File: src/rtl/instr_loader.sv
// Boot-time program loader: assembles a little-endian byte stream into 32-bit
// words, writes them to instruction memory and holds the core in reset until done.
module instr_loader #(
    parameter int WIDTH      = 32,
    parameter int ADDR_WIDTH = 8
) (
    input  logic             clk,
    input  logic             rst,
    input  logic             start,
    input  logic [7:0]       byte_in,
    input  logic             byte_valid,
    output logic             byte_ready,
    output logic             we,
    output logic [WIDTH-1:0] waddr,
    output logic [WIDTH-1:0] wdata,
    output logic             cpu_rst,
    output logic             done,
    output logic             err
);

    localparam int          CW      = ADDR_WIDTH + 1;
    localparam logic [16:0] DEPTH_C = 17'(2 ** ADDR_WIDTH);

    typedef enum logic [2:0] {
        S_IDLE   = 3'd0,
        S_HDR_LO = 3'd1,
        S_HDR_HI = 3'd2,
        S_DATA   = 3'd3,
        S_WRITE  = 3'd4,
        S_DONE   = 3'd5,
        S_ERR    = 3'd6
    } state_t;

    state_t          state_r;
    logic [15:0]     n_r;
    logic [CW-1:0]   word_idx_r;
    logic [1:0]      byte_cnt_r;
    logic [23:0]     word_r;

    logic            xfer_s;
    logic [15:0]     hdr_n_s;
    logic            too_long_s;
    logic            last_word_s;

    assign xfer_s      = byte_valid && byte_ready;
    assign hdr_n_s     = {byte_in, n_r[7:0]};
    assign too_long_s  = ({1'b0, hdr_n_s} > DEPTH_C);
    // word_idx is one bit wider than the address so N == DEPTH terminates cleanly
    assign last_word_s = ((16'(word_idx_r) + 16'd1) == n_r);

    // Loader FSM with all outputs registered alongside the state
    always_ff @(posedge clk or negedge rst) begin
        if (!rst) begin
            state_r    <= S_IDLE;
            n_r        <= 16'h0000;
            word_idx_r <= {CW{1'b0}};
            byte_cnt_r <= 2'd0;
            word_r     <= 24'h000000;
            byte_ready <= 1'b0;
            we         <= 1'b0;
            waddr      <= {WIDTH{1'b0}};
            wdata      <= {WIDTH{1'b0}};
            cpu_rst    <= 1'b1;
            done       <= 1'b0;
            err        <= 1'b0;
        end else begin
            we <= 1'b0;
            case (state_r)
                S_IDLE: begin
                    if (start) begin
                        state_r    <= S_HDR_LO;
                        byte_ready <= 1'b1;
                    end
                end
                S_HDR_LO: begin
                    if (xfer_s) begin
                        n_r[7:0] <= byte_in;
                        state_r  <= S_HDR_HI;
                    end
                end
                S_HDR_HI: begin
                    if (xfer_s) begin
                        n_r[15:8] <= byte_in;
                        if (hdr_n_s == 16'h0000) begin
                            state_r    <= S_DONE;
                            byte_ready <= 1'b0;
                            done       <= 1'b1;
                            cpu_rst    <= 1'b0;
                        end else if (too_long_s) begin
                            state_r    <= S_ERR;
                            byte_ready <= 1'b0;
                            err        <= 1'b1;
                        end else begin
                            state_r    <= S_DATA;
                            word_idx_r <= {CW{1'b0}};
                            byte_cnt_r <= 2'd0;
                        end
                    end
                end
                S_DATA: begin
                    if (xfer_s) begin
                        byte_cnt_r <= byte_cnt_r + 2'd1;
                        case (byte_cnt_r)
                            2'd0: word_r[7:0]   <= byte_in;
                            2'd1: word_r[15:8]  <= byte_in;
                            2'd2: word_r[23:16] <= byte_in;
                            default: begin
                                state_r    <= S_WRITE;
                                byte_ready <= 1'b0;
                                we         <= 1'b1;
                                wdata      <= {byte_in, word_r};
                                waddr      <= {{(WIDTH-ADDR_WIDTH-2){1'b0}},
                                               word_idx_r[ADDR_WIDTH-1:0], 2'b00};
                            end
                        endcase
                    end
                end
                S_WRITE: begin
                    word_idx_r <= word_idx_r + {{(CW-1){1'b0}}, 1'b1};
                    if (last_word_s) begin
                        state_r <= S_DONE;
                        done    <= 1'b1;
                        cpu_rst <= 1'b0;
                    end else begin
                        state_r    <= S_DATA;
                        byte_ready <= 1'b1;
                    end
                end
                S_DONE: begin
                    if (start) begin
                        state_r    <= S_HDR_LO;
                        byte_ready <= 1'b1;
                        done       <= 1'b0;
                        cpu_rst    <= 1'b1;
                    end
                end
                S_ERR: begin
                    if (start) begin
                        state_r    <= S_HDR_LO;
                        byte_ready <= 1'b1;
                        err        <= 1'b0;
                    end
                end
                default: begin
                    state_r    <= S_IDLE;
                    byte_ready <= 1'b0;
                    cpu_rst    <= 1'b1;
                    done       <= 1'b0;
                    err        <= 1'b0;
                end
            endcase
        end
    end

endmodule

File: config.mk
export PLATFORM = sky130hd
export DESIGN_NAME = instr_loader
export DESIGN_NICKNAME = d
export VERILOG_FILES = /design/src/rtl/instr_loader.sv
export SDC_FILE = /design/constraint.sdc
export NUM_CORES = 1
export LEC_CHECK = 0
export CAP_MARGIN = 20
export CORE_AREA = 3 3 101 103
export DETAILED_ROUTE_END_ITERATION = 10
export DIE_AREA = 0 0 104 106
export PLACE_DENSITY = 0.85
export SLEW_MARGIN = 20
export SYNTH_ARGS = -nofsm -noshare
export SYNTH_HDL_FRONTEND = slang
export SYNTH_SLANG_ARGS = --single-unit
File: constraint.sdc
create_clock -name clk -period 4.2 [get_ports clk]
set_input_delay 1.26 -clock clk [delete_from_list [all_inputs] [get_ports clk]]
set_output_delay 1.26 -clock clk [all_outputs]
set_load 0.005 [all_outputs]
==> results of run 1 <==
==> state kept, by name, indices dropped and copies added (netlist names) <==
| signal | count |
|---|---|
| wdata | 32 |
| err | 1 |
| done | 1 |
| word_r | 24 |
| we | 1 |
| state_r | 3 |
| byte_cnt_r | 2 |
| byte_ready | 1 |
| word_idx_r | 9 |
| waddr | 8 |
| n_r | 16 |
| cpu_rst | 1 |
==> where the power goes <==
| group | internal, µW | total [µW] | switching (µW) |
|---|---|---|---|
| clock | 233 | 595 | 363 |
| sequential | 1150 | 1410 | 262 |
| combinational | 407 | 820 | 413 |
==> final cells by class <==
| type | count | share of cell area |
|---|---|---|
| clock inverter | 7 | 0.0130 |
| timing repair buffer | 61 | 0.109 |
| tap | 129 | 0.0294 |
| inverter | 10 | 0.00684 |
| multi-input combinational | 255 | 0.368 |
| sequential | 99 | 0.452 |
| clock buffer | 9 | 0.0226 |
==> per-stage QoR <==
step / worst slack [ns] / cell area, µm² / power, µW / std cells
6_report: 1.07 / 5480 / 2830 / 570
3_3_place_gp: 0.754 / 5290 / 2180 / 554
3_5_place_dp: 0.695 / 5290 / 2220 / 554
4_1_cts: 1.08 / 5480 / 2830 / 570
2_1_floorplan: 1.45 / 4770 / 2010 / 403
5_1_grt: 0.893 / 5480 / 3010 / 570
==> worst register-to-register path, cell delays in order, from the launching register on <==
cell and delay (ns):
dfrtp_1 0.71, inv_1 0.30, nor4_4 0.40, nand2_1 0.26, buf_4 0.34, mux2_2 0.35
==> synth_stat cells (all sizes together) (6+ instances only) <==
cell type   n
dfrtp      98
mux2       79
buf        32
o21ai      20
nand2      16
nor2       13
inv        10
a21oi       8
nor3        8
clkbuf      7
nand3       7
nor4        7
a31oi       6
nand4       6
xor2        6
==> placed cells by master, fill, tap and decap left out, drive strengths merged, types with 7 or more instances in the layout <==
cell type      count
a21oi              8
nor2              13
mux2              79
nand2             16
nor3               8
nor4               7
nand3              7
clkbuf             9
clkdlybuf4s50     55
o21ai             20
inv               14
dfrtp             98
conb              24
==> cell families after synthesis <==
group | Yosys count
buf+inv | 49
mux | 79
other cells | 1
simple gates | 75
flops | 99
fa+ha+maj | 6
xor+xnor | 11
compound gates | 60
==> metal layers <==
metal,track usage,vias up,part of all wire
li1,-,1450,-
met2,0.311,113,0.51
met4,0.0589,0,0.016
met3,0.0395,17,0.052
met5,0,-,0
met1,0.236,1577,0.43
==> worst max-delay path by stage <==
stage                           from             to
after global placement    byte_in[5]     state_r[2]
after global routing      byte_in[5]  word_idx_r[3]
after CTS                 byte_in[5]     state_r[2]
final                     byte_in[5]     state_r[2]
after floorplan           byte_in[5]     state_r[2]
after detailed placement  byte_in[5]     state_r[2]
==> impl_metrics.tcl, run 1 <==
set metrics [dict create \
    fin_crit_sh 0.745 \
    setup_tns_ns 0 \
    htreeDepth 3 \
    fin_worst_skew_ns 0.00626 \
    drv_slew 0 \
    min_path_type "reg -> reg" \
    gp_congestion 0.873 \
    cp_num_buf_inv 1 \
    max-slew-margin-rel 0.385 \
    start_kind "input pin" \
    rsz0062_at_grt "no" \
    grt_overflow 0 \
    worst_slew_pin_slew_ns 0.922 \
    synth.top_cells.by_area "dfrtp_1, mux2_2, buf_4" \
    synth_xor_area_frac 0.0205 \
    row_count 35 \
    critPathTopFamily "simple AND/OR/NAND/NOR gates" \
    grt_pass1_wl_um 16400 \
    die_y_um 106 \
    cts_made_buffers 9 \
    async_flop_share 1.00 \
    area_growth_pct 17.0 \
    io_buffers 56 \
    worstPathArrival_ns 3.39 \
    crit_cells 6 \
    layout-drive-gt1-share 0.256 \
    clk_latency_ns 0.37 \
    wirelength_um 9850 \
    worstPathCellList "clkdlybuf4s50_1, or4_4, nor4_4, and4_4, o22a_1, a21bo_1" \
    regArea_um2 2480 \
    cp_slowest_stage_delay_ns 0.62 \
    start_util 0.505 \
    synth_fa_ha_area_frac 0.0155 \
    worstHoldEndpoint "wdata[9]" \
    drt-pass1-iter-count 6 \
    drc 0 \
    yosys.area_share.simple 0.0950 \
    syn_area_um2 4690 \
    synthFlopType "dfrtp_1" \
    post_cts_resized 0 \
    clock-root-buffer "clkbuf_8" \
    drtIter0Drc 154 \
    hold_buffers 0 \
    synth-edff-count 0 \
    grt_pass1_vias 3267 \
    synth_top_area_frac 0.523 \
    fmax_mhz 320 \
    dp_hpwl_um 6840 \
    layout.nets 453 \
    antenna_found_initial 0 \
    worstHoldPathCells 1 \
    grt_use_total 0.183 \
    status "complete, no violations" \
    fin_util 0.591 \
    synthMuxAreaShare 0.190 \
    synth-compound-area-share 0.0886 \
    reg2reg_from "state_r[0]" \
    ir_drop_v 0.000279 \
    r2r_slack_ns 1.73 \
    avgSynthCellArea_um2 12.3 \
    n_fill_cell 753 \
    grt_max_degree 77 \
    multi_input_area_um2 2020 \
    vias 3157 \
    die_area_um2 11000 \
    clockBufferDepth 2 \
    synth_top_family_by_area "multiplexers" \
    endpoint_kind "flop" \
    ys_warn_count 0 \
    crit_type "in -> reg" \
    core_um2 9280 \
    hp-start "word_r[9]" \
    hold_violations 0 \
    p_per_area_nw_per_um2 515 \
    cts_tree "yes" \
    crit_slowest_cell "or4_4" \
    worstPathRequired_ns 4.47 \
    ff2ff_path_depth 5 \
    period_needed_ns 3.13 \
    critical_path.max_fanout 7 \
    routedWlPerCell_um 17.3 \
    ys_ff_latch 99 \
    seq_area_frac_synth 0.529 \
    p_leak_uw 0.00255 \
    cap_violations 0 \
    synth_top_cell_by_area "dfrtp_1" \
    cts.sinks 99 \
    synthCells 380 \
    die-width_um 104 \
    synth.distinct_cells 56 \
    io-pin-count 81 \
    clkTransAtPathRegs_ns 0.10 \
    diodes 0 \
    hold_slack_ns 0.512 \
    cts_setup_buffers 0 \
    setup_viol 0 \
    ant_nets 0 \
    post_drt_via_cell_ratio 5.54 \
    r2r_end "wdata[22]" \
]
No activity file was read; power rests on OpenSTA's default activity.
==> run 2: changes to the inputs <==
--- a/config.mk
+++ b/config.mk
@@ -6,10 +6,10 @@
 export NUM_CORES = 1
 export LEC_CHECK = 0
 export CAP_MARGIN = 20
-export CORE_AREA = 3 3 101 103
+export CORE_AREA = 3 3 103 105
 export DETAILED_ROUTE_END_ITERATION = 10
-export DIE_AREA = 0 0 104 106
-export PLACE_DENSITY = 0.85
+export DIE_AREA = 0 0 106 108
+export PLACE_DENSITY = 0.86
 export SLEW_MARGIN = 20
 export SYNTH_ARGS = -nofsm -noshare
 export SYNTH_HDL_FRONTEND = slang
==> constraint.sdc (replaced) <==
create_clock -name clk -period 2.55 [get_ports clk]
set_input_delay 0.765 -clock clk [delete_from_list [all_inputs] [get_ports clk]]
set_output_delay 0.765 -clock clk [all_outputs]
set_load 0.005 [all_outputs]
==> impl_metrics.tcl, run 2 (synthesis gave the netlist of run 1 again) <==
set metrics [dict create \
    cts_made_buffers 9 \
    grt_max_degree 65 \
    setup_ws_ns 0.118 \
    htreeDepth 3 \
    endpoint_kind "flop" \
    regMostFlops "wdata" \
    crit_type "in -> reg" \
    place_ws_ns -0.214 \
    clock-root-buffer "clkbuf_8" \
    p_sw_frac 0.348 \
    status "complete, no violations" \
    area_growth_pct 20.5 \
    dp.cells 569 \
    die_y_um 108 \
    vias 3233 \
    place_area_um2 5420 \
    worstPathArrival_ns 2.69 \
    grt_pass1_wl_um 17400 \
    critPathTopFamily "simple AND/OR/NAND/NOR gates" \
    die-width_um 106 \
    combPwrFrac 0.294 \
    rsz0062_at_grt "no" \
    p_int_uw 3210 \
    io_buffers 56 \
    reg.largest.list "wdata (32), word_r (24), n_r (16)" \
    clkTransAtPathRegs_ns 0.10 \
    instances_no_fill 585 \
    worstPathCellList "clkdlybuf4s50_1, or4_4, nor4_4, buf_4, and3_2, o21ai_1, mux2_2" \
    cap_violations 0 \
    grt_overflow 0 \
    fin_crit_sh 0.954 \
    worstPathRequired_ns 2.80 \
    antenna_found_initial 0 \
    row_count 36 \
    finalInstanceArea_um2 5650 \
    cts.sinks 99 \
    hold_slack_ns 0.302 \
    mostFrequentLayoutCell "dfrtp_1" \
    p_leak_uw 0.00264 \
    gp_congestion 0.847 \
    seqPwrFrac 0.467 \
    fin_worst_skew_ns 0.0118 \
    setup_viol 0 \
    fmax_mhz 411 \
    r2r_slack_ns 0.24 \
    start_util 0.482 \
    cp_num_buf_inv 2 \
    startpoint "byte_in[5]" \
    drt-pass1-iter-count 5 \
    wirelength_um 10300 \
    min_path_type "in -> async" \
    start_kind "input pin" \
    post_drt_via_cell_ratio 5.53 \
    dp_hpwl_um 7120 \
    drc 0 \
    setup_tns_ns 0 \
    ant_nets 0 \
    diodes 0 \
    crit_slowest_cell "or4_4" \
    drv_slew 0 \
    layout.nets 464 \
    p_sw_uw 1710 \
    hold_violations 0 \
    grt_pass1_vias 3357 \
    io-pin-count 81 \
    core_um2 9730 \
    reg2reg_from "word_idx_r[0]" \
    cp_slowest_stage_delay_ns 0.57 \
    routedWlPerCell_um 17.7 \
    p_per_area_nw_per_um2 870 \
    clkPwrFrac 0.238 \
    max-slew-margin-rel 0.525 \
    largest_reg_flops 32 \
    clk_latency_ns 0.37 \
    ir_drop_v 0.000454 \
    layout-drive-gt1-share 0.274 \
    period_needed_ns 2.43 \
    critical_path.max_fanout 6 \
    die_area_um2 11400 \
    worst_slew_pin_slew_ns 0.695 \
    clockBufferDepth 2 \
    drtIter0Drc 132 \
    grt_use_total 0.191 \
    cts_tree "yes" \
    layout_common_cells "dfrtp_1, mux2_2, clkdlybuf4s50_1" \
]
[run 2: cell types whose count changed in the layout (fill, tap and decap cells not counted), moves of 3 or more]
cell / before / now
buf_4: 6 / 14
buf_12: 0 / 3
o21ai_0: 18 / 15
o21ai_1: 2 / 5
[run 2: layout make-up]
type                            count  area (µm²)
Clock inverter                      4        77.6
Multi-Input combinational cell    255        2020
Sequential cell                    99        2480
Inverter                           10        37.5
Clock buffer                       12         155
Tap cell                          133         166
Timing Repair Buffer               72         716
Fill cell                         743        4080
[run 2: repair_timing]
| action | CTS | global route |
|---|---|---|
| hold buffers | 0 | 0 |
| gates resized for setup | 0 | 3 |
| setup endpoints to repair | 0 | 3 |
| buffers inserted | 0 | 0 |
[run 2: path summary, 6_finish.rpt]
kind	cells after the start	end
setup reg to reg	6	done
setup / recovery	7	byte_cnt_r[0]
min in group clk	2	waddr[9]
hold reg to reg	2	waddr[9]
hold / removal	1	wdata[5]
max in group asynchronous	2	cpu_rst
[run 2: per-stage QoR]
| stage | power [µW] | util |
|---|---|---|
| 2_1_floorplan | 3310 | - |
| 3_3_place_gp | 3620 | 0.557 |
| 3_5_place_dp | 3710 | 0.557 |
| 4_1_cts | 4890 | 0.581 |
| 5_1_grt | 5180 | 0.581 |
| 6_report | 4920 | 0.581 |
[run 2: metal layers]
| metal | vias to the layer above | wire [µm] | GRT usage |
|---|---|---|---|
| li1 | 1473 | - | - |
| met1 | 1619 | 4390 | 0.255 |
| met2 | 125 | 5170 | 0.317 |
| met3 | 16 | 597 | 0.0257 |
| met4 | 0 | 175 | 0.0768 |
| met5 | - | 0 | 0 |
[run 2: power groups by stage]
stage | Sequential, µW | Combinational (µW) | Clock, µW
2_1_floorplan | 2120 | 1190 | 0
3_3_place_gp | 2290 | 1330 | 0
3_5_place_dp | 2310 | 1400 | 0
4_1_cts | 2280 | 1430 | 1180
5_1_grt | 2350 | 1590 | 1240
6_report | 2300 | 1450 | 1170
